**src/rtl/channel_rr_merge.sv**
```systemverilog
// channel_rr_merge: round-robin merge of K valid/acknowledge input channels
// into one registered output channel. Each output word is {source_id, data}.
//
// Handshake: a word moves on a channel at a posedge where its v and a are
// both 1. A sender holds v and d stable until acknowledged. in_a is
// combinational from in_v, out_a, reset and registered state; out_v and
// out_d are registered.
//
// Optional feature macro: MERGE_BURST_LOCK_EN. When it is defined, the
// in_last port is present. A word with in_last=0 locks arbitration to its
// source until that source sends a word with in_last=1.
module channel_rr_merge #(
  parameter int N   = 8,
  parameter int K   = 4,
  parameter int IdW = (K > 1) ? $clog2(K) : 1
) (
  input  logic             clk,
  input  logic             reset,
  input  logic [K-1:0]     in_v,
  input  logic [K*N-1:0]   in_d,
  output logic [K-1:0]     in_a,
`ifdef MERGE_BURST_LOCK_EN
  input  logic [K-1:0]     in_last,
`endif
  output logic             out_v,
  output logic [N+IdW-1:0] out_d,
  input  logic             out_a
);

  logic             out_v_q, out_v_d;
  logic [N+IdW-1:0] out_d_q, out_d_d;
  logic [IdW-1:0]   ptr_q, ptr_d;
  logic [IdW-1:0]   sel;
  logic             found;
  logic             grant_ok;
  logic             can_load;
  logic             accept;
  int               idx;

`ifdef MERGE_BURST_LOCK_EN
  logic             lock_q, lock_d;
  logic [IdW-1:0]   lock_idx_q, lock_idx_d;
`endif

  // Round-robin search starting at ptr; a held burst overrides the search.
  always_comb begin
    sel      = ptr_q;
    found    = 1'b0;
    idx      = 0;
    for (int j = 0; j < K; j++) begin
      idx = int'(ptr_q) + j;
      if (idx >= K) idx = idx - K;
      if (!found && in_v[idx[IdW-1:0]]) begin
        found = 1'b1;
        sel   = idx[IdW-1:0];
      end
    end
    grant_ok = found;
`ifdef MERGE_BURST_LOCK_EN
    if (lock_q) begin
      sel      = lock_idx_q;
      grant_ok = in_v[lock_idx_q];
    end
`endif
  end

  // Acknowledge the selected input when the output register can take a word.
  // Reset masks the acknowledge so no sender believes it transferred.
  always_comb begin
    can_load = !out_v_q || out_a;
    accept   = can_load && grant_ok && !reset;
    in_a     = '0;
    if (accept) in_a[sel] = 1'b1;
  end

  // Next state of the output register, pointer and burst lock.
  always_comb begin
    out_v_d = out_v_q;
    out_d_d = out_d_q;
    ptr_d   = ptr_q;
`ifdef MERGE_BURST_LOCK_EN
    lock_d     = lock_q;
    lock_idx_d = lock_idx_q;
`endif
    if (accept) begin
      out_v_d = 1'b1;
      out_d_d = {sel, in_d[int'(sel)*N +: N]};
`ifdef MERGE_BURST_LOCK_EN
      if (in_last[sel]) begin
        lock_d = 1'b0;
        ptr_d  = (int'(sel) == K - 1) ? '0 : sel + IdW'(1);
      end else begin
        lock_d     = 1'b1;
        lock_idx_d = sel;
      end
`else
      ptr_d = (int'(sel) == K - 1) ? '0 : sel + IdW'(1);
`endif
    end else if (out_a) begin
      out_v_d = 1'b0;
    end
  end

  // State registers with asynchronous reset.
  always_ff @(posedge clk or posedge reset) begin
    if (reset) begin
      out_v_q <= 1'b0;
      out_d_q <= '0;
      ptr_q   <= '0;
`ifdef MERGE_BURST_LOCK_EN
      lock_q     <= 1'b0;
      lock_idx_q <= '0;
`endif
    end else begin
      out_v_q <= out_v_d;
      out_d_q <= out_d_d;
      ptr_q   <= ptr_d;
`ifdef MERGE_BURST_LOCK_EN
      lock_q     <= lock_d;
      lock_idx_q <= lock_idx_d;
`endif
    end
  end

  assign out_v = out_v_q;
  assign out_d = out_d_q;

endmodule

```
**config.mk**
```make
export PLATFORM = sky130hd
export DESIGN_NAME = channel_rr_merge
export DESIGN_NICKNAME = d
export VERILOG_FILES = /design/src/rtl/channel_rr_merge.sv
export SDC_FILE = /design/constraint.sdc
export NUM_CORES = 1
export LEC_CHECK = 0
export ABC_AREA = 0
export BUFFER_PORTS_ARGS = -buffer_cell sky130_fd_sc_hd__buf_2
export CAP_MARGIN = 20
export CELL_PAD_IN_SITES_DETAIL_PLACEMENT = 1
export CELL_PAD_IN_SITES_GLOBAL_PLACEMENT = 1
export CORE_MARGIN = 2
export CORE_UTILIZATION = 28
export CTS_CLUSTER_DIAMETER = 40
export CTS_CLUSTER_SIZE = 28
export DETAILED_ROUTE_END_ITERATION = 6
export PLACE_DENSITY = 0.86
export RECOVER_POWER = 100
export REMOVE_ABC_BUFFERS = 1
export SYNTH_ARGS = -nofsm -noshare
export SYNTH_HDL_FRONTEND = slang
export SYNTH_SLANG_ARGS = --single-unit
export TNS_END_PERCENT = 5
```
**constraint.sdc**
```tcl
create_clock -name clk -period 1.8 [get_ports clk]
set_input_delay 0.09 -clock clk [delete_from_list [all_inputs] [get_ports clk]]
set_output_delay 0.09 -clock clk [all_outputs]
set_load 0.01 [all_outputs]
```
* After elaboration in Yosys (flattened, before gate mapping) *
Cells that the tools add are included.

cells by class
  multipliers = 0
  mux-type cells = 26
  $lt $le $gt $ge = 10
  bitwise logic cells = 0
  div/mod/pow operators = 0
  reduce and logical (&&, ||, !) cells = 13
  equal/unequal tests = 1
  add/subtract/negate cells = 8
  shifts and indexed selects = 1

operator list
  cell                                                 count
  variable part select 32 x 6 -> 8 bit                 1
  2-to-1 mux 2 bit                                     9
  < comparator 2 x 3 -> 1 bit, second input constant   5
  2-to-1 mux 1 bit                                     11
  >= comparator 3 bit, second input constant           3
  binary-select mux 1 bit (select 2 bit)               4
  subtractor 2 x 1 -> 2 bit, second input constant     4
  adder 2 x 2 -> 3 bit, second input constant          2
  logical AND 1 bit                                    6
  logical NOT 1 bit                                    5
  2-to-1 mux 4 bit                                     1
  adder 2 x 1 -> 3 bit, second input constant          1
  >= comparator 2 x 3 -> 1 bit, second input constant  1
  adder 2 x 1 -> 2 bit, second input constant          1
  demux 1 bit (select 2 bit)                           1
  == test 2 x 1 -> 1 bit, second input constant        1
  >= comparator 2 x 1 -> 1 bit, second input constant  1
  nonzero test 2 bit                                   1
  logical OR 1 bit                                     1

word-level totals
  input bits = 39
  bits in latches = 0
  memory bits (writable) = 0
  bits in registers = 13
  ROM bits = 0
  memories = 0

* Logic depth before layout (Yosys ltp) *
Gate-level depths: netlist (run 1).

  word-level depth = 19
  gate-level depth with buffers = 8
  mapped depth without buffers = 6

* Worst setup path after synthesis (run 1) *
OpenSTA, ideal clock, no wires.

  path type = reg2reg
  start point = register ptr_q[0]
  end point = register ptr_q[1]
  arrival time = 1.678 ns
  buffers on the path = 1
  library setup time = 0.125 ns
  cell stages (with the launch flop) = 7
  path slack = -0.002 ns
  data required time = 1.675 ns
  cell sequence = dfrtp_1 -> and2b_1 -> o21ba_2 -> buf_2 -> nor3_4 -> ha_1 -> mux2_2

between the ends
  word-level cells in the longest chain between the ends = 16
  elaborated cells between the ends (all ways) = 42
  classes of those cells = 8 x add/sub; 4 x order compare; 1 x eq/ne; 21 x mux; 8 x reduce/logical

RTL lines
  what                                                                           RTL line  text
  from (decl)                                                                    32        logic [IdW-1:0] ptr_q, ptr_d;
  from (signal assigned)                                                         117       ptr_q <= ptr_d;
  parallel branches: the longest is 16 deep, another holds adder 2 x 1 -> 3 bit  n/a

Parallel ways; which one is timed is not known. The select of a mux whose other input is x is not followed.
A chain may end at the register's enable or synchronous reset.

* Worst setup path in the final report (run 1) *
  start point = register ptr_q[0]
  end point = output port in_a[1]

between the ends
  word-level cells in the longest chain between the ends = 19
  elaborated cells between the ends (all ways) = 45
  classes of those cells = 7 x add/sub; 6 x order compare; 23 x mux; 9 x reduce/logical

RTL lines
  what                                                                           RTL line  text
  parallel branches: the longest is 18 deep, another holds adder 2 x 1 -> 3 bit  n/a
  2-to-1 mux 4 bit *                                                             73        if (accept) in_a[sel] = 1'b1;
  to (decl)                                                                      21        output logic [K-1:0] in_a,

Every way passes the cells marked *. The select of a mux whose other input is x is not followed.

==> impl_metrics.env, run 1 <==
export IMPL_outcome="finished with violations"
export IMPL_violations="setup timing"
export IMPL_timing_rr_end="out_d[4]$_DFFE_PP0P_"
export IMPL_postSynthCellCount=116
export IMPL_core_sq_um=3420
export IMPL_grt_usage=0.177
export IMPL_max_stage_delay_ns=0.42
export IMPL_postRouteAntennaNets=0
export IMPL_detailedRoute_firstPassIterationCount=5
export IMPL_arrival_ns=1.75
export IMPL_drv_slew=0
export IMPL_grt_setup_unrepaired="yes"
export IMPL_portBuffers=53
export IMPL_vias=1203
export IMPL_ios=54
export IMPL_antenna_found_initial=0
export IMPL_hold_depth=3
export IMPL_regToRegStartpoint="ptr_q[1]$_DFFE_PP0P_"
export IMPL_post_dp_hpwl_um=2690
export IMPL_crit_path_cell_trace="and2b_2 > o21ba_4 > nor3_4 > buf_6 > and3_1 > buf_2"
export IMPL_wl_per_cell_um=15.6
export IMPL_min_path_type="input port to flop"
export IMPL_yosysTopAreaCell="dfrtp_1"
export IMPL_numCtsBuffers=3
export IMPL_rr_worst_depth=7
export IMPL_grt_pass1_wl_um=5790
export IMPL_cts_tree="done"
export IMPL_viasPerCell=5.25
export IMPL_insertion_delay_ns=0.27
export IMPL_required_ns=1.71
export IMPL_fp_dieH_um=64.3
export IMPL_power_density_nw_per_um2=1160
export IMPL_most_common_layout_cells="buf_2 (42), nor2_1 (14), clkbuf_1 (13), buf_4 (13), dfrtp_1 (12)"
export IMPL_whs_ns=0.144
export IMPL_die_area_sq_um=4130
export IMPL_slowest_stage="dfrtp_1"
export IMPL_cts_max_level=1
export IMPL_antenna_cells=0
export IMPL_clk_pin_slew_ns=0.08
export IMPL_finalNetCount=224
export IMPL_clk_path_buf_depth=2
export IMPL_drive_gt1_frac=0.426
export IMPL_ys_warn_count=0
export IMPL_layout_min_cycle_time_ns=1.84
export IMPL_drt_total_wl_um=3580
export IMPL_syn_to_final_growth_pct=47.6
export IMPL_grt_overflow_total=0
export IMPL_synth_edf_count=0
export IMPL_synth_seq_area_share=0.320
export IMPL_gp_congestion=0.760
export IMPL_fin_util=0.440
export IMPL_critical_path_class="flop to output port"
export IMPL_synth_top_cell_area_share=0.320
export IMPL_setup_ws_ns=-0.0404
export IMPL_critPathLaunchType="flop"
export IMPL_critPathMaxFanout=5
export IMPL_rows=21
export IMPL_drc=0
export IMPL_clock_skew_ns=0.00219
export IMPL_root_buffer="clkbuf_4"
export IMPL_grt_pass1_vias=1227
export IMPL_min_to="out_d[5]$_DFFE_PP0P_"
export IMPL_tightest_slew_ns=0.718
export IMPL_clkSinkCount=13
export IMPL_synthTopCellsByArea="dfrtp_1 (32%), a21o_1 (5.9%), a22oi_1 (5.9%)"
export IMPL_final_common_cell="buf_2"
export IMPL_avgSynthCellArea_sq_um=8.77
export IMPL_die_w_um=64.3
export IMPL_fin_crit_sh=1.02
export IMPL_drtIter0Drc=28
export IMPL_vdd_drop_max_uv=568
export IMPL_initial_core_util=0.298
export IMPL_drv_cap=0
export IMPL_synthFlopType="dfrtp_1"
export IMPL_setup_violations=2
export IMPL_p_leak_nw=0.689
export IMPL_synth_cell_types=38
export IMPL_fmax_mhz=543
export IMPL_hold_viol=0
export IMPL_r2r_slack_ns=0.10
export IMPL_grt_max_degree=26
export IMPL_relSlewSlack=0.521
export IMPL_worst_hold_startpoint="in_d[5]"
export IMPL_synth_cell_area_sq_um=1020
export IMPL_async_reset_ff_frac=1.00
export IMPL_cp_end_kind="output port"
export IMPL_ys_seq_elements=13
[logic make-up (layout without fill, tap and decap cells)]
logic type | after synthesis | after routing | synth area share
AO/OA/AOI/OAI | 47 | 47 | 0.348
adder cells (fa/ha/maj) | 1 | 1 | 0.0123
buffers and inverters | 13 | 80 | 0.0676
flip-flops | 13 | 13 | 0.320
multiplexers | 2 | 2 | 0.0221
AND/OR/NAND/NOR | 40 | 40 | 0.230
[worst max-delay path: cells and delay by family, from the launching register on]
family	cells	cell delay, ns
AOI/OAI and AO/OA	1	0.21
buffers and inverters	2	0.27
DFF	1	0.42
and+or+nand+nor	3	0.56
[cell usage after synthesis, drive strengths merged (2+ instances only)]
library cell  instances
nor2                 14
dfrtp                13
a21o                  8
a22oi                 8
a31oi                 8
nand4                 8
o31ai                 8
buf                   5
inv                   5
a21oi                 3
clkbuf                3
nand2                 3
nor3b                 3
and2b                 2
mux2                  2
nand2b                2
nand3b                2
nor3                  2
o21ai                 2
[worst max-delay path by stage]
stage | from | endpoint | slack (ns) | cells past startpoint
3_3_place_gp | ptr_q[0]$_DFFE_PP0P_ | ptr_q[1]$_DFFE_PP0P_ | 0.13 | 5
5_1_grt | ptr_q[0]$_DFFE_PP0P_ | in_a[3] | -0.16 | 7
3_5_place_dp | out_v$_DFFE_PP0P_ | out_d[8]$_DFFE_PP0P_ | 0.07 | 2
6_report | ptr_q[0]$_DFFE_PP0P_ | in_a[1] | -0.04 | 6
2_1_floorplan | reset | out_d[8]$_DFFE_PP0P_ | -0.23 | 4
4_1_cts | ptr_q[1]$_DFFE_PP0P_ | in_a[3] | -0.05 | 7
[sequential cells by signal, indices dropped and copies added, names as in the netlist]
register,count
ptr_q,2
out_d,10
out_v,1
[cell type report]
cell class	count	area, sq um
Fill cell	443	1910
Multi-Input combinational cell	90	677
Timing Repair Buffer	71	395
Sequential cell	13	327
Tap cell	46	57.6
Clock buffer	4	26.3
Inverter	5	18.8
[power by group]
part	switching, W	internal [W]
Combinational	0.000557	0.000520
Sequential	0.0000757	0.000402
Clock	0.0000944	0.0000860
[per-stage QoR]
step	total power [W]	worst slack (ns)	instances	TNS, ns	instance area [sq um]
final	0.00174	-0.0404	229	-0.0702	1500
after CTS	0.00171	-0.0497	227	-0.100	1490
after floorplan	0.00103	-0.227	108	-1.22	967
after global routing	0.00189	-0.159	229	-0.510	1500
after detailed placement	0.00144	0.0660	219	0	1380
after global placement	0.00141	0.129	219	0	1380
[timing repair]
item,in CTS,in global routing
hold buffers,2,0
resized for setup,10,4
endpoints found under the setup margin,4,12
pin swaps,4,2
buffers inserted,2,2
hold endpoints to repair,14,0
[metal layers]
layer	global-route usage	vias to the layer above	share of wire
met3	0.0528	4	0.090
li1	-	581	-
met2	0.318	55	0.47
met4	0.0239	0	0.0092
met1	0.212	563	0.43
met5	0	-	0
Power figures use the tool's default switching activity.
==> inputs of run 2 (changes only) <==
--- a/config.mk
+++ b/config.mk
@@ -12,6 +12,7 @@
 export CELL_PAD_IN_SITES_GLOBAL_PLACEMENT = 1
 export CORE_MARGIN = 2
 export CORE_UTILIZATION = 28
+export CTS_BUF_LIST = sky130_fd_sc_hd__clkbuf_4 sky130_fd_sc_hd__clkbuf_8 sky130_fd_sc_hd__clkbuf_16
 export CTS_CLUSTER_DIAMETER = 40
 export CTS_CLUSTER_SIZE = 28
 export DETAILED_ROUTE_END_ITERATION = 6
==> run 2 against run 1 <==
The run still ends with setup timing left. Hold slack lost 0.00089 ns. Combinational power is essentially flat. First-iteration DRC count decreased by 3.6%. Final cell count unchanged. Non-clock buffer count unchanged. Sequential power hardly changed. Total power increased by 0.87%. Clock-buffer cell count unchanged. Clock skew is 0.00058 ns lower. Critical endpoint unchanged. Highest routed layer unchanged.
==> impl_metrics.env, run 2 (synthesis results as in run 1) <==
export IMPL_slowest_stage="dfrtp_1"
export IMPL_grt_pass1_vias=1227
export IMPL_antenna_cells=0
export IMPL_required_ns=1.71
export IMPL_cts_tree="done"
export IMPL_setup_violations=2
export IMPL_core_sq_um=3420
export IMPL_final_common_cell="buf_2"
export IMPL_fmax_mhz=543
export IMPL_die_w_um=64.3
export IMPL_grt_overflow_total=0
export IMPL_critPathLaunchType="flop"
export IMPL_antenna_found_initial=0
export IMPL_grt_max_degree=26
export IMPL_vdd_drop_max_uv=568
export IMPL_drc=0
export IMPL_power_w=0.00175
export IMPL_relSlewSlack=0.521
export IMPL_vias=1196
export IMPL_die_area_sq_um=4130
export IMPL_final_cells=229
export IMPL_whs_ns=0.143
export IMPL_switchingPower_w=0.000727
export IMPL_max_stage_delay_ns=0.42
export IMPL_initial_core_util=0.298
export IMPL_r2r_slack_ns=0.10
export IMPL_cp_end_kind="output port"
export IMPL_power_frac_comb=0.615
export IMPL_insertion_delay_ns=0.27
export IMPL_clk_pin_slew_ns=0.08
export IMPL_fp_dieH_um=64.3
export IMPL_hold_viol=0
export IMPL_violations="setup timing"
export IMPL_critPathMaxFanout=5
export IMPL_root_buffer="clkbuf_4"
export IMPL_wl_per_cell_um=15.6
export IMPL_grt_setup_unrepaired="yes"
export IMPL_viasPerCell=5.22
export IMPL_crit_path_cell_trace="and2b_2 > o21ba_4 > nor3_4 > buf_6 > and3_1 > buf_2"
export IMPL_clk_path_buf_depth=2
export IMPL_arrival_ns=1.75
export IMPL_rows=21
export IMPL_clkSinkCount=13
export IMPL_layout_min_cycle_time_ns=1.84
export IMPL_setup_ws_ns=-0.0406
export IMPL_p_sw_frac=0.415
export IMPL_power_frac_clock=0.112
export IMPL_ff_latch_area_sq_um=327
export IMPL_fin_crit_sh=1.02
export IMPL_crit_buf_inv=2
export IMPL_drt_total_wl_um=3580
export IMPL_gp_congestion=0.760
export IMPL_grt_usage=0.177
export IMPL_critical_path_class="flop to output port"
export IMPL_grt_pass1_wl_um=5790
export IMPL_portBuffers=53
export IMPL_crit_family="simple AND/OR/NAND/NOR gates"
export IMPL_nFillCells=441
export IMPL_seqPwrFrac=0.273
export IMPL_postRouteAntennaNets=0
export IMPL_drtIter0Drc=27
export IMPL_finalNetCount=224
export IMPL_p_int_w=0.00102
export IMPL_detailedRoute_firstPassIterationCount=5
export IMPL_multiInputGateArea_sq_um=677
export IMPL_pre_cts_ws_ns=0.0660
export IMPL_clock_skew_ns=0.00161
export IMPL_outcome="finished with violations"
export IMPL_ios=54
export IMPL_syn_to_final_growth_pct=48.0
export IMPL_post_dp_hpwl_um=2690
export IMPL_p_leak_nw=0.693
export IMPL_placed_cells=219
export IMPL_numCtsBuffers=3
export IMPL_drv_slew=0
export IMPL_min_path_type="input port to flop"
export IMPL_tightest_slew_ns=0.718
export IMPL_cts_max_level=1
export IMPL_drive_gt1_frac=0.432
export IMPL_largest_reg_flops=10
export IMPL_drv_cap=0
export IMPL_most_common_layout_cells="buf_2 (42), nor2_1 (14), buf_4 (13)"
export IMPL_power_density_nw_per_um2=1160
==> run 2: changes by cell type in the layout (fill, tap and decap cells not counted) <==
cell,delta
clkbuf_1,-1
clkbuf_4,+1
==> run 2: worst paths after layout <==
kind	startpoint	end	cells past startpoint
max reg2reg	ptr_q[1]$_DFFE_PP0P_	out_d[4]$_DFFE_PP0P_	7
max in group asynchronous	reset	ptr_q[1]$_DFFE_PP0P_	4
min reg2reg	out_d[9]$_DFFE_PP0P_	out_d[9]$_DFFE_PP0P_	1
min	in_d[5]	out_d[5]$_DFFE_PP0P_	3
max	ptr_q[0]$_DFFE_PP0P_	in_a[1]	6
min in group asynchronous	reset	out_v$_DFFE_PP0P_	4
==> run 2: layout make-up <==
class                           instances  share of cell area
Clock buffer                            4              0.0200
Multi-Input combinational cell         90               0.450
Timing Repair Buffer                   71               0.263
Tap cell                               46              0.0382
Inverter                                5              0.0125
Sequential cell                        13               0.217
==> run 2: worst register-to-register path: cells and delay by family, from the launching register on <==
family                 cells  cell delay [ns]
AND/OR/NAND/NOR            1             0.37
buffers and inverters      2             0.30
AO/OA/AOI/OAI              4             0.53
flip-flops                 1             0.41
==> run 2: power groups by stage <==
stage / clock network [W] / logic (W) / registers [W]
3_3_place_gp: 0 / 0.000934 / 0.000476
5_1_grt: 0.000216 / 0.00119 / 0.000492
2_1_floorplan: 0 / 0.000507 / 0.000525
3_5_place_dp: 0 / 0.000959 / 0.000479
6_report: 0.000196 / 0.00108 / 0.000478
4_1_cts: 0.000207 / 0.00104 / 0.000476
==> run 2: what timing repair did <==
| item | 4_1_cts | 5_1_grt |
|---|---|---|
| endpoints found under the hold margin | 14 | 0 |
| hold buffers | 2 | 0 |
| buffers inserted | 2 | 2 |
| pin swaps | 4 | 2 |
| setup endpoints to repair | 4 | 12 |
| resized for setup | 10 | 4 |
==> run 2: routing by layer <==
layer / share of wire / up-vias / global-route usage
li1: - / 581 / -
met1: 0.43 / 560 / 0.212
met2: 0.48 / 51 / 0.318
met3: 0.086 / 4 / 0.0528
met4: 0.0092 / 0 / 0.0239
met5: 0 / - / 0
==> run 2: metrics by stage <==
stage               instance area, sq um   util  TNS (ns)
floorplan                            967      -     -1.22
global placement                    1380  0.405         0
detailed placement                  1380  0.405         0
CTS                                 1500  0.438    -0.100
global route                        1510  0.441    -0.510
finish                              1510  0.441   -0.0706
